## src/rtl/fetch_pc_sequencer_pkg.sv

```systemverilog
// Shared types and defaults for the fetch PC sequencer: state encoding,
// PC width, reset PC and flush length.
package fetch_pc_sequencer_pkg;

  localparam int PC_W  = 8;
  localparam int CNT_W = 3;

  localparam logic [PC_W-1:0] DEF_RESET_PC     = 8'h00;
  localparam int              DEF_FLUSH_CYCLES = 2;

  typedef enum logic [1:0] {
    ST_RUN   = 2'd0,
    ST_HOLD  = 2'd1,
    ST_FLUSH = 2'd2
  } state_e;

  // Word-addressed increment; wraps 8'hFF -> 8'h00 silently.
  function automatic logic [PC_W-1:0] pc_inc(input logic [PC_W-1:0] p);
    return p + {{(PC_W-1){1'b0}}, 1'b1};
  endfunction

endpackage

```

## src/rtl/fetch_pc_sequencer_flush_timer.sv

```systemverilog
// Down-counter that times the flush window after a redirect.
// done is high in the last cycle of the window (count == 1).
module flush_timer
  import fetch_pc_sequencer_pkg::*;
#(
  parameter int W = CNT_W
) (
  input  logic         clk,
  input  logic         rst_n,
  input  logic         load,
  input  logic [W-1:0] load_val,
  output logic         done
);

  logic [W-1:0] count;

  always_ff @(posedge clk or negedge rst_n) begin
    if (!rst_n) begin
      count <= '0;
    end else if (load) begin
      count <= load_val;
    end else if (count != '0) begin
      count <= count - {{(W-1){1'b0}}, 1'b1};
    end
  end

  assign done = (count == {{(W-1){1'b0}}, 1'b1});

endmodule

```

## src/rtl/fetch_pc_sequencer.sv

```systemverilog
// Fetch PC sequencer: increments the word-addressed PC, applies taken-branch
// redirects (deferred while stalled) and raises flush for the wrong-path window.
module fetch_pc_sequencer
  import fetch_pc_sequencer_pkg::*;
#(
  parameter logic [PC_W-1:0] RESET_PC     = DEF_RESET_PC,
  parameter int              FLUSH_CYCLES = DEF_FLUSH_CYCLES
) (
  input  logic            clk,
  input  logic            rst_n,
  input  logic            stall,
  input  logic            br_valid,
  input  logic            br_taken,
  input  logic [PC_W-1:0] br_target,
  output logic [PC_W-1:0] pc,
  output logic [PC_W-1:0] pc_next,
  output logic            flush,
  output logic            redirect_pending
);

  // FLUSH_CYCLES is legal in 1..7, so it always fits the 3-bit timer.
  localparam logic [CNT_W-1:0] FLUSH_LOAD = CNT_W'(FLUSH_CYCLES);

  state_e          state, state_d;
  logic [PC_W-1:0] pc_d;
  logic [PC_W-1:0] pend, pend_d;
  logic            timer_load;
  logic            timer_done;
  logic            taken;

  assign taken   = br_valid & br_taken;
  assign pc_next = pc_inc(pc);

  always_ff @(posedge clk or negedge rst_n) begin
    if (!rst_n) begin
      state <= ST_RUN;
      pc    <= RESET_PC;
      pend  <= '0;
    end else begin
      state <= state_d;
      pc    <= pc_d;
      pend  <= pend_d;
    end
  end

  always_comb begin
    state_d    = state;
    pc_d       = pc;
    pend_d     = pend;
    timer_load = 1'b0;
    case (state)
      ST_RUN: begin
        if (taken && stall) begin
          pend_d  = br_target;
          state_d = ST_HOLD;
        end else if (taken) begin
          pc_d       = br_target;
          state_d    = ST_FLUSH;
          timer_load = 1'b1;
        end else if (!stall) begin
          pc_d = pc_next;
        end
      end
      ST_HOLD: begin
        // First captured target wins; later branches are ignored here.
        if (!stall) begin
          pc_d       = pend;
          state_d    = ST_FLUSH;
          timer_load = 1'b1;
        end
      end
      ST_FLUSH: begin
        // Timer runs regardless of stall; branch inputs are wrong-path.
        if (!stall) begin
          pc_d = pc_next;
        end
        if (timer_done) begin
          state_d = ST_RUN;
        end
      end
      default: begin
        state_d = ST_RUN;
      end
    endcase
  end

  flush_timer #(
    .W(CNT_W)
  ) u_flush_timer (
    .clk      (clk),
    .rst_n    (rst_n),
    .load     (timer_load),
    .load_val (FLUSH_LOAD),
    .done     (timer_done)
  );

  assign flush            = (state == ST_FLUSH);
  assign redirect_pending = (state == ST_HOLD);

endmodule
```

## config.mk

```make
export PLATFORM = sky130hd
export DESIGN_NAME = fetch_pc_sequencer
export DESIGN_NICKNAME = d
export VERILOG_FILES = /design/src/rtl/fetch_pc_sequencer_pkg.sv /design/src/rtl/fetch_pc_sequencer_flush_timer.sv /design/src/rtl/fetch_pc_sequencer.sv
export SDC_FILE = /design/constraint.sdc
export NUM_CORES = 1
export LEC_CHECK = 0
export BUFFER_PORTS_ARGS = -buffer_cell sky130_fd_sc_hd__buf_2
export CORE_MARGIN = 2
export CORE_UTILIZATION = 56
export CTS_CLUSTER_SIZE = 16
export DETAILED_ROUTE_END_ITERATION = 16
export PLACE_DENSITY = 0.92
export SLEW_MARGIN = 20
export SYNTH_ARGS = -nofsm -noshare
export SYNTH_HDL_FRONTEND = slang
export SYNTH_SLANG_ARGS = --single-unit
export TNS_END_PERCENT = 100
```

## constraint.sdc

```tcl
create_clock -name clk -period 3.2 [get_ports clk]
set_input_delay 0.48 -clock clk [delete_from_list [all_inputs] [get_ports clk]]
set_output_delay 0.48 -clock clk [all_outputs]
set_load 0.005 [all_outputs]
```

==> results_dict.tcl, run 1 <==
set metrics [dict create \
    vias 1382 \
    num_io_pins 31 \
    wl_met3_um 334 \
    vdd_drop_max_uv 659 \
    wl_um 3490 \
    hold_viol_final 0 \
    rsz0062_at_grt "no" \
    finalSetupTns_ns 0 \
    ys_seq_elements 21 \
    max_cap_violations 0 \
    r2r_setup_slack_ns 1.07 \
    cts_buffers 3 \
    yosysMostFrequentCell "dfrtp_1" \
    synthFlopType "dfrtp_1" \
    area_growth_pct 9.33 \
    ys_top_cells_by_count "21 x dfrtp_1, 18 x nand2_1, 17 x nor2_1" \
    crit_path_cell_trace "ha_1 -> nand3_1 -> nor2_1 -> xor2_1 -> buf_2" \
    synth_cells 170 \
    cts_tree "done" \
    drc 0 \
    end_kind "output port" \
    arrival_ns 1.82 \
    start_util 0.601 \
    wire_per_inst_um 15.7 \
    synth_largest_area_cell "dfrtp_1" \
    slew_headroom 0.639 \
    netlist_top_cells_area "dfrtp_1 35%, mux2_2 6.7%, ha_1 5.8%, o21ai_0 5.3%, nand2_1 4.5%" \
    antennaDiodeCount 0 \
    nets 213 \
    netlist.area_leader.share 0.347 \
    worst_setup_path_start_kind "register" \
    period_needed_ns 2.30 \
    finalSetupViolations 0 \
    clock_skew_ns 0.0120 \
    grt_pass1_wl_um 6000 \
    drive_above_1_share 0.250 \
    worst_hold_slack_ns 0.0925 \
    syn-num-nets 190 \
    io_buffers 30 \
    yosysSeqAreaShare 0.347 \
    gp_congestion 0.849 \
    gr-usage-all-layers 0.237 \
    r2r_cells 5 \
    total_leakage_power_nw 0.784 \
    critPathMaxStageDelay_ns 0.55 \
    min_path_type "in -> async" \
    r2r_end "pc[7]" \
    vias_per_cell 6.23 \
    synth-edff-count 0 \
    status "completed" \
    drt_iter0_markers 84 \
    period_share 0.717 \
    rows 18 \
    synth_cell_types 41 \
    antenna_found_initial 0 \
    cts_resized 0 \
    coreArea_um2 2520 \
    worst_pin_slew_ns 0.542 \
    grt_max_degree 22 \
    slowest_stage "dfrtp_1" \
    power_density_nw_per_um2 947 \
    hold_buffers 0 \
    htree_levels 1 \
    grt_pass1_vias 1318 \
    die_area_um2 3140 \
    critPathMaxFanout 8 \
    clockBufferDepth 2 \
    avgSynthCellArea_um2 8.91 \
    max_freq_ghz 0.436 \
    yosys_warnings 0 \
    cts_setup_buffers 0 \
    synth.cell_area_um2 1520 \
    critPathKind "reg -> out" \
    cts.sinks 21 \
    async_reset_ff_frac 1.00 \
    rr_startpoint "state[0]" \
    wl_met1_um 1370 \
    drv_slew 0 \
    dp_hpwl_um 2620 \
    cp.required_ns 2.72 \
    wl_met2_um 1720 \
    drtAntennaViolNets 0 \
    cts-root-buf "clkbuf_4" \
    overflow 0 \
    dieWidth_um 56.0 \
    highest_layer "met4" \
    dieHeight_um 56.0 \
    clock_latency_ns 0.32 \
    first_pass_iters 4 \
    clkTransAtPathRegs_ns 0.13 \
]
[layout by cell type, fill, tap and decap left out, types with 4 or more instances in the layout]
master,count
xnor2_1,5
nand2_1,18
mux2_2,9
nand2b_1,4
buf_2,30
nand3_1,8
o21ai_0,16
xor2_1,7
dfrtp_1,21
a22oi_1,6
nor2_1,17
ha_1,7
a21oi_1,6
inv_1,6
[cells by family after synthesis]
logic type,Yosys count,share of synthesized area
AO/OA/AOI/OAI,42,0.176
XOR/XNOR,12,0.0694
adder cells (fa/ha/maj),7,0.0578
buffers and inverters,18,0.0636
flip-flops,21,0.347
multiplexers,11,0.0801
AND/OR/NAND/NOR,59,0.206
[report_power, final]
group | leakage [nW] | switching (mW) | internal (mW)
logic | 0.506 | 0.513 | 0.397
registers | 0.260 | 0.135 | 0.389
clock network | 0.0177 | 0.0870 | 0.0468
[stage by stage]
step,area [µm²],cells,setup WS [ns],utilization,power [mW]
floorplan,1520,170,1.51,-,1.20
global placement,1630,218,1.27,0.646,1.35
detailed placement,1630,218,1.12,0.646,1.42
CTS,1660,222,0.904,0.657,1.56
global route,1660,222,0.783,0.657,1.71
finish,1660,222,0.905,0.657,1.57
[worst max-delay path by stage]
stage          cells after the start          to     start  slack, ns
3_5_place_dp                       5       pc[7]  state[1]       1.12
3_3_place_gp                       5       pc[7]  state[1]       1.27
6_report                           5  pc_next[6]     pc[0]       0.90
2_1_floorplan                      4  pc_next[6]     pc[0]       1.51
5_1_grt                            5  pc_next[6]     pc[0]       0.78
4_1_cts                            5  pc_next[6]     pc[0]       0.90
[layer usage]
layer | vias up | track usage
met5 | - | 0
met4 | 0 | 0.0952
met3 | 7 | 0.0488
met2 | 88 | 0.390
met1 | 638 | 0.302
li1 | 649 | -
[registers in the layout, summed over array words and instances, names as in the netlist]
signal and cells:
state 2, pc 8, u_flush_timer.count 3, pend 8
[critical path, delay by kind of cell, from the launching register on]
kind / cells / cell delay [ns]
XOR/XNOR: 1 / 0.14
adder cells (fa/ha/maj): 1 / 0.27
buffers and inverters: 1 / 0.12
flip-flops: 1 / 0.55
AND/OR/NAND/NOR: 2 / 0.43
[area by class of cell]
cell class | count | area (µm²)
flip-flops and latches | 21 | 526
clock inverters | 1 | 5.00
inverters | 6 | 22.5
well taps | 30 | 37.5
clock buffers | 3 | 22.5
repair buffers | 30 | 150
fillers | 196 | 866
multi-input cells | 131 | 893
Note: power is estimated with default switching activity, not from simulation.
==> run 2, diff against run 1 <==
CORE_UTILIZATION = 54   (was 56)
PLACE_DENSITY = 0.9   (was 0.92)
clock period = 2.14 ns   (was 3.2 ns; I/O delays follow)
==> run 2 against run 1 <==
  * Hold slack improved by 0.16 ns
  * Clock power grew 49%
  * First-iteration DRC count increased by 12%
  * Via count decreased by 2.8%
  * Setup slack worse by 0.75 ns
  * Wire length decreased by 3.6%
  * Highest routed layer unchanged
  * Critical endpoint unchanged
  * Final cell count rose by 2.7%
  * Non-clock buffer count grew 5
  * Global-route usage down 1.1 points
  * Critical path type unchanged
  * Sequential cell count is the same
  * Die area up 3.4%
==> results_dict.tcl, run 2 (synthesized netlist as in run 1, its figures left out) <==
set metrics [dict create \
    wl_um 3370 \
    worst_hold_slack_ns 0.252 \
    layout_commonest_cell "buf_2" \
    drv_slew 0 \
    rsz0062_at_grt "no" \
    arrival_ns 1.67 \
    clkTransAtPathRegs_ns 0.12 \
    grt_pass1_wl_um 5810 \
    gp_congestion 0.854 \
    drtAntennaViolNets 0 \
    cts_setup_buffers 0 \
    antenna_found_initial 0 \
    max_freq_ghz 0.502 \
    dieWidth_um 57.0 \
    antennaDiodeCount 0 \
    drt_iter0_markers 94 \
    hold_viol_final 0 \
    critPathKind "reg -> out" \
    slew_headroom 0.665 \
    cts_buffers 3 \
    cts.sinks 21 \
    finalSetupViolations 0 \
    setup_slack_ns 0.150 \
    drive_above_1_share 0.274 \
    final_cells 228 \
    period_share 0.930 \
    vias_per_cell 5.89 \
    critPathMaxFanout 8 \
    clock_skew_ns 0.00182 \
    max_cap_violations 0 \
    largestRegisters "pc: 8 flops, pend: 8 flops, u_flush_timer.count: 3 flops" \
    cts-root-buf "clkbuf_4" \
    total_leakage_power_nw 0.804 \
    io_buffers 30 \
    period_needed_ns 1.99 \
    vias 1343 \
    nets 218 \
    placed_cells 223 \
    num_io_pins 31 \
    cts_tree "done" \
    vdd_drop_max_uv 1080 \
    min_path_type "in -> reg" \
    die_area_um2 3250 \
    status "completed" \
    pre_cts_slack_ns 0.260 \
    end_kind "output port" \
    p_total_mw 2.41 \
    dp_hpwl_um 2490 \
    finalSetupTns_ns 0 \
    coreArea_um2 2710 \
    dieHeight_um 57.0 \
    clock_latency_ns 0.31 \
    cp.required_ns 1.82 \
    layout_common_cells "30 x buf_2, 19 x dfrtp_1, 18 x nand2_1, 17 x nor2_1, 16 x o21ai_0" \
    drc 0 \
    start_util 0.559 \
    grt_max_degree 22 \
    clockBufferDepth 2 \
    worst_pin_slew_ns 0.503 \
    power_density_nw_per_um2 1410 \
    htree_levels 1 \
    worst_setup_path_start_kind "register" \
    wire_per_inst_um 14.8 \
    overflow 0 \
    grt_pass1_vias 1311 \
    area_growth_pct 12.5 \
    gr-usage-all-layers 0.225 \
    first_pass_iters 6 \
    rows 19 \
]
-- run 2: critical path: stages, from the launching register on --
cell and delay (ns):
dfrtp_2 0.49, ha_1 0.26, nand3_2 0.17, nor2_1 0.17, xor2_1 0.14, buf_2 0.12
-- run 2: routing by layer --
layer,GRT usage,wire [µm],up-vias
met5,0,0,-
met4,0.0963,35,0
met3,0.0204,225,6
met2,0.376,1620,49
met1,0.301,1480,637
li1,-,-,651
-- run 2: area by class of cell --
class | instances | area [µm²]
fillers | 240 | 1010
multi-input cells | 131 | 898
flip-flops and latches | 21 | 528
repair buffers | 35 | 190
well taps | 31 | 38.8
clock buffers | 4 | 26.3
inverters | 6 | 22.5
-- run 2: repair_timing --
item	4_1_cts	5_1_grt
hold buffers	1	0
endpoints found under the hold margin	21	0
setup endpoints to repair	1	1
resized for setup	1	2
-- run 2: final timing paths --
path	start	slack [ns]	cells past startpoint	endpoint
max in group asynchronous	rst_n	1.29	2	pc[1]
worst max-delay path	pc[0]	0.15	5	pc_next[6]
worst min register to register	pend[0]	0.52	1	pend[0]
worst max register to register	state[0]	0.18	6	pc[3]
min in group asynchronous	rst_n	0.49	2	pc[0]
worst min-delay path	br_target[5]	0.25	2	pend[5]
-- run 2: where the power goes --
group / switching [mW] / internal (mW) / leakage, nW / total [mW]
Combinational: 0.780 / 0.652 / 0.531 / 1.43
Clock: 0.127 / 0.0728 / 0.0150 / 0.200
Sequential: 0.190 / 0.586 / 0.258 / 0.776
-- run 2: metrics by stage --
| step | utilization | instance area [µm²] |
|---|---|---|
| global route | 0.629 | 1700 |
| global placement | 0.613 | 1660 |
| finish | 0.629 | 1700 |
| detailed placement | 0.613 | 1660 |
| CTS | 0.627 | 1700 |
| floorplan | - | 1520 |
==> run 3, diff against run 2 <==
PLACE_DENSITY = 0.79   (was 0.9)
==> run 3 against run 2 <==
  * Fmax grew 0.71%
  * Largest power group unchanged
  * Sequential power is 2% higher
  * Design area shrank 0.22%
  * Sequential share of layout area up 0.068 points
==> results_dict.tcl, run 3 (synthesized netlist as in run 1, its figures left out) <==
set metrics [dict create \
    drtAntennaViolNets 0 \
    cp.required_ns 1.82 \
    power_density_nw_per_um2 1410 \
    drive_above_1_share 0.281 \
    io_buffers 30 \
    clock_latency_ns 0.31 \
    vias 1369 \
    multiInputGateArea_um2 901 \
    cts.sinks 21 \
    layout_commonest_cell "buf_2" \
    crit_path_start "pc[0]" \
    clockBufferDepth 2 \
    cts_setup_buffers 0 \
    cts-root-buf "clkbuf_4" \
    clockPowerShare 0.085 \
    start_util 0.559 \
    gp_congestion 0.870 \
    drt_iter0_markers 103 \
    status "completed" \
    rsz0062_at_grt "no" \
    cp_top_family "flip-flops" \
    gr-usage-all-layers 0.227 \
    period_needed_ns 1.98 \
    finalSetupTns_ns 0 \
    critPathKind "reg -> out" \
    antenna_found_initial 0 \
    arrival_ns 1.66 \
    switching_share 0.459 \
    end_kind "output port" \
    crit_path_cell_trace "ha_1 -> nand3_2 -> nor2_1 -> xor2_1 -> buf_2" \
    cp-endpoint "pc_next[6]" \
    r2r_end "pc[7]" \
    dieWidth_um 57.0 \
    wire_per_inst_um 15.4 \
    slew_headroom 0.686 \
    r2r_setup_slack_ns 0.25 \
    hold_viol_final 0 \
    max_freq_ghz 0.506 \
    max_cap_violations 0 \
    finalSetupViolations 0 \
    wl_um 3500 \
    period_share 0.924 \
    grt_pass1_vias 1267 \
    dieHeight_um 57.0 \
    grt_max_degree 22 \
    worst_pin_slew_ns 0.472 \
    comb_power_share 0.587 \
    htree_levels 1 \
    die_area_um2 3250 \
    total_leakage_power_nw 0.801 \
    rows 19 \
    num_io_pins 31 \
    cts_buffers 3 \
    clkTransAtPathRegs_ns 0.13 \
    intPower_mw 1.30 \
    vdd_drop_max_uv 1000 \
    grt_pass1_wl_um 5880 \
    slowest_stage "dfrtp_2" \
    rr_startpoint "state[1]" \
    area_growth_pct 12.2 \
    drc 0 \
    dp_hpwl_um 2630 \
    overflow 0 \
    utilization 0.627 \
    n_fill_cell 233 \
    worst_setup_path_start_kind "register" \
    first_pass_iters 4 \
    critPathMaxFanout 8 \
    hold_depth 2 \
    coreArea_um2 2710 \
    seqCellArea_um2 528 \
    clock_skew_ns 0.00494 \
    worst-path-buf-inv 1 \
    largestRegisters "pc: 8 flops, pend: 8 flops, u_flush_timer.count: 3 flops" \
    switchingPower_mw 1.10 \
    r2r_cells 5 \
    critPathMaxStageDelay_ns 0.49 \
    layout_common_cells "30 x buf_2, 19 x dfrtp_1, 18 x nand2_1, 17 x nor2_1, 16 x o21ai_0" \
    cp.depth 5 \
    p_seq_frac 0.328 \
    antennaDiodeCount 0 \
    worst_hold_slack_ns 0.245 \
    min_path_type "in -> reg" \
    vias_per_cell 6.03 \
    drv_slew 0 \
    cts_tree "done" \
    nets 217 \
]
==> run 3: power by group through the flow <==
stage	Combinational (mW)	Sequential [mW]	Clock, mW
4_1_cts	1.39	0.783	0.203
3_5_place_dp	1.38	0.789	0
2_1_floorplan	1.07	0.718	0
5_1_grt	1.57	0.816	0.217
6_report	1.41	0.789	0.204
3_3_place_gp	1.32	0.772	0
==> run 3: cell type report <==
class	count	share of cell area
clock buffer	3	0.0132
clock inverter	1	0.00294
inverter	6	0.0132
multi-input combinational	131	0.530
sequential	21	0.311
tap	31	0.0228
timing repair buffer	34	0.107
==> run 3: per-stage QoR <==
stage                     setup slack (ns)  std cells  instance area, µm²  power, mW
final                                0.164        227                1700       2.40
after global routing               0.00858        227                1700       2.61
after CTS                           0.0484        227                1690       2.37
after detailed placement             0.176        222                1650       2.17
after global placement               0.268        222                1650       2.09
after floorplan                      0.484        170                1520       1.79
==> run 3: timing repair <==
| item | CTS | global route |
|---|---|---|
| hold buffers | 1 | 0 |
| endpoints found under the setup margin | 1 | 2 |
| cloned | 0 | 0 |
| resized for setup | 1 | 3 |
| hold endpoints to repair | 21 | 0 |
==> run 3: worst reg2reg max path, cell delays in order (launching register included) <==
cell      delay, ns
dfrtp_1        0.42
inv_1          0.09
ha_2           0.46
o211ai_2       0.24
or4b_1         0.55
nand3_1        0.09
==> run 3: per-layer routing <==
metal / track usage / share of wire
met1: 0.315 / 0.44
met2: 0.384 / 0.46
met3: 0.0272 / 0.077
met4: 0.0498 / 0.018
met5: 0 / 0
==> run 3: how the worst min path moves through the flow <==
stage | end | from
detailed placement | pc[5] | rst_n
CTS | pend[3] | br_target[3]
floorplan | pc[0] | rst_n
finish | pend[3] | br_target[3]
global placement | pc[4] | rst_n
global route | pend[5] | br_target[5]
